==> config.mk <==
export PLATFORM = sky130hd
export DESIGN_NAME = wb_spi_bridge
export DESIGN_NICKNAME = d
export VERILOG_FILES = /design/src/rtl/wb_spi_bridge.sv
export SDC_FILE = /design/constraint.sdc
export NUM_CORES = 1
export LEC_CHECK = 0
export CORE_MARGIN = 2
export CORE_UTILIZATION = 30
export DETAILED_ROUTE_END_ITERATION = 10
export DONT_BUFFER_PORTS = 1
export HOLD_SLACK_MARGIN = 0.15
export PLACE_DENSITY_LB_ADDON = 0.08
export SLEW_MARGIN = 20
export SYNTH_ARGS = -nofsm -noshare
export SYNTH_HDL_FRONTEND = slang
export SYNTH_SLANG_ARGS = --single-unit
==> constraint.sdc <==
create_clock -name clk -period 2 [get_ports clk]
set_input_delay 0.4 -clock clk [delete_from_list [all_inputs] [get_ports clk]]
set_output_delay 0.4 -clock clk [all_outputs]
set_load 0.05 [all_outputs]
==> src/rtl/wb_spi_bridge.sv <==
// Wishbone classic slave in front of the SPI core command port: turns bus cycles into
// one-cycle core strobes, waits for the core ack with a timeout, and keeps a sticky maskable IRQ.
module wb_spi_bridge #(
    parameter int unsigned DW          = 16,
    parameter int unsigned TIMEOUT_CYC = 16
) (
    input  logic          clk,
    input  logic          rst,
    input  logic          wb_cyc_i,
    input  logic          wb_stb_i,
    input  logic          wb_we_i,
    input  logic [1:0]    wb_adr_i,
    input  logic [DW-1:0] wb_dat_i,
    output logic [DW-1:0] wb_dat_o,
    output logic          wb_ack_o,
    output logic          wb_err_o,
    output logic [10:0]   core_din,
    output logic          core_cmd,
    output logic          core_wr,
    output logic          core_rd,
    input  logic [8:0]    core_dout,
    input  logic          core_ack,
    input  logic          core_irq,
    output logic          irq_o
);

    localparam logic [7:0] TO_LIM = 8'(TIMEOUT_CYC);

    typedef enum logic [1:0] {S_IDLE, S_ISSUE, S_WAIT, S_RESP} state_e;

    state_e      state_q, state_d;
    logic [1:0]  adr_q, adr_d;
    logic        we_q, we_d;
    logic [10:0] dat_q, dat_d;
    logic [10:0] din_q, din_d;
    logic [7:0]  cnt_q, cnt_d;
    logic [8:0]  rdata_q, rdata_d;
    logic        err_q, err_d;
    logic        irq_pend_q, irq_pend_d;
    logic        irq_en_q, irq_en_d;
    logic        tflag_q, tflag_d;
    logic        irq_prev_q;

    logic        core_acc;
    logic        local_acc;
    logic        w1c;
    logic        unused_dat;

    assign unused_dat = ^wb_dat_i;
    assign core_acc   = (adr_q == 2'd1) || (adr_q == 2'd0 && we_q);
    assign local_acc  = (adr_q == 2'd2);
    assign core_din   = din_q;
    assign irq_o      = irq_pend_q & irq_en_q;

    always_comb begin
        state_d    = state_q;
        adr_d      = adr_q;
        we_d       = we_q;
        dat_d      = dat_q;
        din_d      = din_q;
        cnt_d      = cnt_q;
        rdata_d    = rdata_q;
        err_d      = err_q;
        irq_en_d   = irq_en_q;
        tflag_d    = tflag_q;
        w1c        = 1'b0;
        core_cmd   = 1'b0;
        core_wr    = 1'b0;
        core_rd    = 1'b0;
        wb_ack_o   = 1'b0;
        wb_err_o   = 1'b0;
        wb_dat_o   = '0;

        case (state_q)
            S_IDLE: begin
                if (wb_cyc_i && wb_stb_i) begin
                    adr_d = wb_adr_i;
                    we_d  = wb_we_i;
                    dat_d = wb_dat_i[10:0];
                    if (wb_we_i && wb_adr_i == 2'd0) begin
                        din_d = wb_dat_i[10:0];
                    end else if (wb_we_i && wb_adr_i == 2'd1) begin
                        din_d = {3'b000, wb_dat_i[7:0]};
                    end
                    state_d = S_ISSUE;
                end
            end
            S_ISSUE: begin
                core_cmd = we_q && (adr_q == 2'd0);
                core_wr  = we_q && (adr_q == 2'd1);
                core_rd  = !we_q && (adr_q == 2'd1);
                err_d    = 1'b0;
                rdata_d  = '0;
                if (local_acc) begin
                    rdata_d = {6'b0, tflag_q, irq_en_q, irq_pend_q};
                    if (we_q) begin
                        w1c      = dat_q[0];
                        irq_en_d = dat_q[1];
                        if (dat_q[2]) tflag_d = 1'b0;
                    end
                    state_d = S_RESP;
                end else if (!core_acc) begin
                    err_d   = 1'b1;
                    state_d = S_RESP;
                end else if (core_ack) begin
                    rdata_d = core_dout;
                    state_d = S_RESP;
                end else begin
                    cnt_d   = 8'd1;
                    state_d = S_WAIT;
                end
            end
            S_WAIT: begin
                if (core_ack) begin
                    rdata_d = core_dout;
                    state_d = S_RESP;
                end else if (cnt_q == TO_LIM) begin
                    tflag_d = 1'b1;
                    err_d   = 1'b1;
                    state_d = S_RESP;
                end else begin
                    cnt_d = cnt_q + 8'd1;
                end
            end
            S_RESP: begin
                if (wb_cyc_i) begin
                    if (err_q) begin
                        wb_err_o = 1'b1;
                    end else begin
                        wb_ack_o = 1'b1;
                        wb_dat_o = {{(DW-9){1'b0}}, rdata_q};
                    end
                end
                state_d = S_IDLE;
            end
            default: state_d = S_IDLE;
        endcase

        // Master abandoning the cycle returns us to IDLE; strobes already driven stay issued.
        if (state_q != S_IDLE && !wb_cyc_i) begin
            state_d = S_IDLE;
        end

        if (core_irq && !irq_prev_q) begin
            irq_pend_d = 1'b1;
        end else if (w1c) begin
            irq_pend_d = 1'b0;
        end else begin
            irq_pend_d = irq_pend_q;
        end
    end

    always_ff @(posedge clk) begin
        if (rst) begin
            state_q    <= S_IDLE;
            adr_q      <= '0;
            we_q       <= 1'b0;
            dat_q      <= '0;
            din_q      <= '0;
            cnt_q      <= '0;
            rdata_q    <= '0;
            err_q      <= 1'b0;
            irq_pend_q <= 1'b0;
            irq_en_q   <= 1'b0;
            tflag_q    <= 1'b0;
            irq_prev_q <= 1'b0;
        end else begin
            state_q    <= state_d;
            adr_q      <= adr_d;
            we_q       <= we_d;
            dat_q      <= dat_d;
            din_q      <= din_d;
            cnt_q      <= cnt_d;
            rdata_q    <= rdata_d;
            err_q      <= err_d;
            irq_pend_q <= irq_pend_d;
            irq_en_q   <= irq_en_d;
            tflag_q    <= tflag_d;
            irq_prev_q <= core_irq;
        end
    end

endmodule

## Word level (Yosys, flattened, before mapping)

Index checks and enable logic that the tools add are counted.
W data, S select, Z words.

- Register bits after elaboration: 41
- Input port bits: 34
- Output and inout port bits: 33
- Word-level logic and storage cells: 107

- Add/subtract/negate cells: 1
- Equal/unequal tests: 19
- Muxes and demuxes: 46
- Bitwise gates (word level): 1
- Reductions and logical operators: 28

Operator list:

| kind | count |
|---|---|
| $mux W9 | 7 |
| $mux W8 | 5 |
| $mux W1 | 24 |
| $mux W11 | 2 |
| $ne A2 B2 Y1 const B | 11 |
| $pmux W9 S2 | 1 |
| $pmux W8 S2 | 1 |
| $reduce_and A6 Y1 | 2 |
| $reduce_and A3 Y1 | 3 |
| $add A8 B1 Y8 const B | 1 |
| $eq A8 B5 Y1 const B | 1 |
| $logic_and A1 B1 Y1 | 8 |
| $pmux W2 S4 | 1 |
| $reduce_bool A2 Y1 | 4 |
| $eq A2 B1 Y1 const B | 3 |
| $eq A2 B2 Y1 const B | 3 |
| $logic_not A2 Y1 | 3 |
| $mux W2 | 3 |
| $reduce_and A2 Y1 | 3 |
| $pmux W1 S2 | 2 |
| $logic_not A1 Y1 | 3 |
| $ne A3 B3 Y1 const B | 1 |
| $reduce_or A2 Y1 | 1 |
| $and A1 B1 Y1 | 1 |
| $logic_or A1 B1 Y1 | 1 |

## Longest topological paths before layout

Gate-level depths: netlist (run 1).

- Depth after elaboration: 6
- Gate-level depth with buffers: 8
- Gate-level depth less buffers: 6

## Worst setup path after synthesis (run 1)

OpenSTA, ideal clock, no wires.

- Path kind: register to output
- Start point: register state_q[0]
- End point: output wb_dat_o[0]
- Data arrival time: 1.951 ns
- Data required time: 1.600 ns
- Setup slack: -0.351 ns
- Stages on the path, launching flop included: 5
- Path buffers: 0
- Path through: dfxtp_1 > ha_1 > nand2_1 > nor2_1 > and2_1

- Longest elaborated chain between the ends: 2

RTL lines:

| item | RTL line | source |
|---|---|---|
| start: declaration | 31 | `state_e state_q, state_d;` |
| start signal: assignment | 168 | `state_q <= state_d;` |
| $eq A2 B2 Y1 | 74 | `case (state_q)` |
| $mux W9 | 74 |  |
| end: declaration | 14 | `output logic [DW-1:0] wb_dat_o,` |

No other way between the ends.

## Final worst setup path (run 1)

Same ends and word-level chain as after synthesis.

==> results of run 1 <==
[sequential cells by signal, summed over array words and instances (netlist names)]
name        cells
core_din       11
rdata_q         9
cnt_q           8
dat_q           3
adr_q           2
state_q         2
err_q           1
irq_en_q        1
irq_pend_q      1
irq_prev_q      1
tflag_q         1
we_q            1
[per-layer routing]
| metal | wire [um] | share of wire |
|---|---|---|
| met1 | 2290 | 0.47 |
| met4 | 48 | 0.0099 |
| met3 | 339 | 0.070 |
| met2 | 2180 | 0.45 |
| met5 | 0 | 0 |
[logic make-up (layout without fill, tap and decap cells)]
logic type      after synthesis  in the layout
compound gates               46             46
fa+ha+maj                     6              6
buf+inv                      23             35
flops                        41             41
mux                          13             13
other cells                   1              7
simple gates                112            113
[cell type report]
class                      instances  share of cell area
sequential                        41               0.324
clock buffer                       5              0.0269
tap                               80              0.0391
timing repair buffer              22               0.113
inverter                           5             0.00734
clock inverter                     3              0.0269
multi-input combinational        185               0.463
[per-stage QoR]
step | instance area (um2) | worst slack (ns) | util | hold WS, ns | std cells
6_report | 2560 | 0.0978 | 0.381 | 0.166 | 341
5_1_grt | 2560 | 0.00787 | 0.381 | 0.151 | 341
4_1_cts | 2500 | 0.00892 | 0.373 | 0.151 | 340
3_5_place_dp | 2350 | 0.156 | 0.350 | 0.435 | 331
3_3_place_gp | 2350 | 0.173 | 0.350 | 0.428 | 331
2_1_floorplan | 2090 | 0.0861 | - | 0.427 | 248
[layout by cell type, fill, tap and decap left out, types with 4 or more instances in the layout]
cell      count
buf_4        10
nand3_1      11
and2_4        5
ha_1          5
nand3b_1      4
a21oi_1      21
buf_12        9
conb_1        7
and2_1        7
mux2i_1      12
nand2_1      36
nor2_1       14
clkbuf_8      5
nor3_1        4
inv_1         5
dfxtp_1      39
nor2b_1       6
[power groups by stage]
| stage | clock network [mW] | logic (mW) | registers, mW |
|---|---|---|---|
| 3_3_place_gp | 0 | 0.260 | 0.916 |
| 5_1_grt | 0.878 | 0.306 | 0.909 |
| 2_1_floorplan | 0 | 0.236 | 0.907 |
| 6_report | 0.812 | 0.272 | 0.901 |
| 4_1_cts | 0.840 | 0.266 | 0.901 |
| 3_5_place_dp | 0 | 0.263 | 0.916 |
[what timing repair did]
| item | CTS | global route |
|---|---|---|
| gates resized for setup | 5 | 12 |
| gates cloned | 1 | 0 |
| hold buffers | 0 | 1 |
| setup endpoints to repair | 12 | 10 |
| pin swaps | 1 | 3 |
| hold endpoints to repair | 0 | 13 |
[worst paths after layout]
kind / slack, ns / cells past startpoint / to
worst max-delay path: 0.1 / 5 / wb_dat_o[0]
worst min-delay path: 0.17 / 1 / rdata_q[4]$_SDFFE_PP0P_
worst max register to register: 0.19 / 5 / cnt_q[5]$_SDFFE_PP0P_
worst min register to register: 0.44 / 2 / rdata_q[7]$_SDFFE_PP0P_
[worst max-delay path, cell delays in order (launching register included)]
cell and delay, ns:
dfxtp_4 0.39, ha_1 0.21, nand2_4 0.10, nor2_4 0.19, and2_4 0.19, buf_12 0.13
==> results by group, run 1 <==
Worst setup path
  – CP Data Required Time: 1.60 ns
  – Crit. End Element: primary output
  – Crit path kind: reg2out
  – Critical Path Fanout Max: 5
  – Critical Path Source: state_q[0]$_SDFFE_PP0P_
  – WP data arrival: 1.50 ns
  – Worst r2r src: state_q[0]$_SDFFE_PP0P_
  – Kind of start point of the critical path: flip-flop

Global routing
  – Overflow after GRT: 0
  – Total Routing Usage GR: 0.134
  – Largest net degree at the start of global routing: 36
  – Global route hottest layer: met2
  – GR Util met3: 0.0486
  – Initial antenna violation count: 0
  – First-pass GRT wire length: 7910 um
  – Vias in the first global route: 1604
  – Grt met2 use: 0.214
  – Met1 Use GR: 0.171

Placement
  – RePlAce Congestion: 0.730
  – PortBufs: 0
  – DPL Wire Length: 3350 um

Synthesis
  – Yosys warning total: 0
  – Top_reg_cell synth: dfxtp_1
  – Area share of the largest cell type after synthesis: 0.399
  – Post-Synthesis Cells: 242
  – Adder-Cell Fraction of Synth Area: 0.0365
  – Post-synthesis mux area share: 0.0694
  – Register area share after synthesis: 0.399
  – Syn avg cell area: 8.49 um2
  – Xor-xnor portion of the synthesized cell area: 0
  – Async set-reset flop share out of synthesis: 0
  – Leading area contributor after synthesis: dfxtp_1
  – Synth top area cells: dfxtp_1 (40%), nand2_1 (6.8%), mux2i_1 (5.8%)
  – Dominant cell by count in the synthesized netlist: dfxtp_1
  – Synth Register Bits: 41
  – Largest family of logic cells by synthesized area: simple AND/OR/NAND/NOR gates
  – Distinct cells, synth: 48
  – Synth Area in Compound Gates: 0.151
  – Number of synthesized flops with an enable pin: 0
  – Simple-gate share of the synthesized area: 0.281
  – Mapped cell area: 0.00206 mm2
  – Top post-synthesis cells by count: dfxtp_1 (41), nand2_1 (37), a21oi_1 (21)

Routing
  – Post-DRT Antenna Nets: 0
  – Initial DRT Pass Iterations: 4
  – Wire per inst: 14.2 um
  – Routed WL: 4860 um
  – Vias: 1700
  – Initial drt markers: 22
  – DRC Markers: 0
  – Via density: 4.99

Power and ir drop
  – Leakage: 1.00 nW
  – Clock power frac: 0.409
  – Pwr dens: 776 mW/mm2
  – Net Sw Power: 0.524 mW
  – Sequential Power Share: 0.454
  – Gate power share: 0.137
  – Sw frac: 0.264
  – Internal power: 1.46 mW
  – Total Power: 1.99 mW
  – Worst VDD drop: 0.000385 V

Floorplanning
  – Io pins: 67
  – Chip width: 86.8 um
  – Die Ht: 86.8 um
  – Core Rows: 30
  – Starting Density: 0.306
  – CORE AREA: 0.00672 mm2
  – Full die area: 0.00753 mm2

Clock tree
  – Clk pin slew, worst setup/hold paths: 0.09 ns
  – Total CTS buffers: 5
  – Deepest clock path buffer count: 2
  – Worst-skew pair later-pin latency: 0.30 ns
  – Postcts setup bufs: 0
  – CTS tree: done
  – H-tree levels: 2
  – Sink Count: 41
  – CTS root buf: clkbuf_8

STA
  – Slew Limit Fails: 0
  – Final period util: 0.951
  – RSZ-0062 raised after global routing: true
  – Setup TNS Final: 0 ns
  – Final min period: 1.90 ns
  – Worst-margin pin slew: 0.606 ns
  – Slew headroom: 0.595
  – Final setup fails: 0
  – Fmax achieved: 526 MHz
  – Fin. Hold Viols: 0
  – Clk_skew: 0.00912 ns

Finish
  – ANT cells: 0
  – Layout cells sized above 1: 0.188
  – Nets: 300
  – Fill cells: 712
  – Area Growth Syn to Fin: 24.4%
  – Multi-input gate area: 0.00118 mm2
  – Seq. cell area: 828 um2

Worst hold path
  – Worst min-delay path class: in2reg
  – Hold Startpoint: rst

Job
  – Max Cap Violations: 0

Run status
  – Status: complete, no violations
(Power assumes the default switching activity.)
==> run 2: changes to the inputs <==
Settings changed: CELL_PAD_IN_SITES_DETAIL_PLACEMENT from default to 1, CELL_PAD_IN_SITES_GLOBAL_PLACEMENT from default to 2, CORE_MARGIN 2 to 8, CORE_UTILIZATION 30 to 35.
==> run 2 against run 1 <==
Against the previous run:
- routed wire length increased by 18%
- register-to-register slack is essentially flat
- first-iteration DRC count grew to 2.5 times the previous value
- critical path depth is the same
- maximum frequency decreased by 2.1%
- clock skew is 0.0076 ns lower
- count of clock-buffer cells in the layout rose by 2
- hold slack gained 0.012 ns
- worst setup slack worse by 0.040 ns
- combinational power decreased by 3%
- non-clock buffer count down 2
- final cell count is 2.1% lower
- critical path type unchanged
- critical endpoint is now wb_dat_o[3]
- largest power group unchanged
==> results by group, run 2 (same netlist as run 1, synthesis figures left out) <==
Worst setup path
  – CP Data Required Time: 1.60 ns
  – R2r setup slk: 0.19 ns
  – Kind of start point of the critical path: flip-flop
  – Crit. End Element: primary output
  – WP data arrival: 1.54 ns
  – Critical Path Fanout Max: 5
  – Crit path kind: reg2out

Placement
  – PortBufs: 0
  – RePlAce Congestion: 0.751
  – DPL Wire Length: 4260 um
  – Placed cells: 322

Routing
  – Wire per inst: 17.2 um
  – Routed WL: 5730 um
  – Post-DRT Antenna Nets: 0
  – Vias: 1706
  – Via density: 5.11
  – Initial drt markers: 55
  – DRC Markers: 0
  – Initial DRT Pass Iterations: 4

Finish
  – Layout cells sized above 1: 0.174
  – ANT cells: 0
  – Area Growth Syn to Fin: 20.6%
  – Core Util, Final: 0.426
  – Max FFs per register: 11
  – Fin cells: 334
  – Nets: 298
  – Commonest non-fill, non-tap cell in the layout: dfxtp_1
  – Most frequent cells in the layout: dfxtp_1 (39), nand2_1 (36), a21oi_1 (21), nor2_1 (15), mux2i_1 (12)

Power and ir drop
  – Internal power: 1.27 mW
  – Leakage: 0.964 nW
  – Sequential Power Share: 0.512
  – Net Sw Power: 0.495 mW
  – Sw frac: 0.281
  – Clock power frac: 0.337
  – Gate power share: 0.150
  – Worst VDD drop: 0.000319 V
  – Total Power: 1.76 mW
  – Pwr dens: 710 mW/mm2

Clock tree
  – CTS root buf: clkbuf_8
  – CTS tree: done
  – Post-cts hold buffer count: 0
  – Sink Count: 41
  – Deepest clock path buffer count: 2
  – H-tree levels: 2
  – Worst-skew pair later-pin latency: 0.28 ns
  – Total CTS buffers: 5
  – Clk pin slew, worst setup/hold paths: 0.08 ns

STA
  – Clk_skew: 0.00155 ns
  – Slew headroom: 0.651
  – Final min period: 1.94 ns
  – Slew Limit Fails: 0
  – Final hold slack: 0.177 ns
  – Final setup fails: 0
  – Final period util: 0.971
  – Worst-margin pin slew: 0.523 ns
  – Fin. Hold Viols: 0
  – Fmax achieved: 515 MHz
  – RSZ-0062 raised after global routing: true

Global routing
  – First-pass GRT wire length: 9520 um
  – Overflow after GRT: 0
  – Largest net degree at the start of global routing: 36
  – Total Routing Usage GR: 0.136
  – Vias in the first global route: 1875
  – Initial antenna violation count: 0

Floorplanning
  – Full die area: 0.00858 mm2
  – Io pins: 67
  – Starting Density: 0.353
  – Core Rows: 28
  – CORE AREA: 0.00582 mm2
  – Chip width: 92.6 um
  – Die Ht: 92.6 um

Worst hold path
  – Worst min-delay path class: in2reg

Job
  – Max Cap Violations: 0

Run status
  – Status: complete, no violations
[run 2: power by group through the flow]
stage	Combinational, mW	Clock (mW)	Sequential [mW]
final	0.265	0.594	0.902
after global routing	0.295	0.649	0.909
after CTS	0.257	0.615	0.901
after detailed placement	0.254	0	0.917
after global placement	0.244	0	0.914
after floorplan	0.236	0	0.907
[run 2: repair_timing]
action,CTS,global route
gates resized for setup,4,7
pin swaps,0,2
cloned,1,0
setup endpoints to repair,5,16
buffers inserted,1,2
[run 2: routing by layer]
layer | GRT usage | wire length (um)
met3 | 0.0502 | 407
met5 | 0 | 0
met4 | 0.0295 | 40
met1 | 0.153 | 2360
met2 | 0.240 | 2930
[run 2: through the flow]
step,setup TNS [ns],cell area [um2],setup WS [ns]
floorplan,0,2090,0.0861
detailed placement,0,2310,0.109
global placement,0,2310,0.175
CTS,-0.125,2440,-0.0339
global route,-0.0402,2480,-0.0159
finish,0,2480,0.0575
[run 2: cell type report]
type	instances	area (um2)
clock inverter	1	5.00
timing repair buffer	20	267
multi-input combinational	185	1170
sequential	41	826
inverter	5	18.8
fill	714	3340
clock buffer	7	96.3
tap	75	93.8
[run 2: final timing paths]
path,startpoint,endpoint,cells past startpoint
worst max-delay path,state_q[0]$_SDFFE_PP0P_,wb_dat_o[3],5
worst min register to register,rdata_q[3]$_SDFFE_PP0P_,rdata_q[3]$_SDFFE_PP0P_,2
worst min-delay path,rst,rdata_q[5]$_SDFFE_PP0P_,1
worst max register to register,state_q[0]$_SDFFE_PP0P_,state_q[0]$_SDFFE_PP0P_,7
[run 2: critical path: stages (launching register included)]
cell     delay (ns)
dfxtp_4        0.38
ha_1           0.18
nand2_2        0.12
nor2_4         0.22
and2_1         0.21
buf_12         0.15
==> run 3: changes to the inputs <==
Settings changed: CTS_CLUSTER_DIAMETER from default to 150.
==> results of run 3 <==
No change in the layout: final DEF, timing and power equal those of run 2.
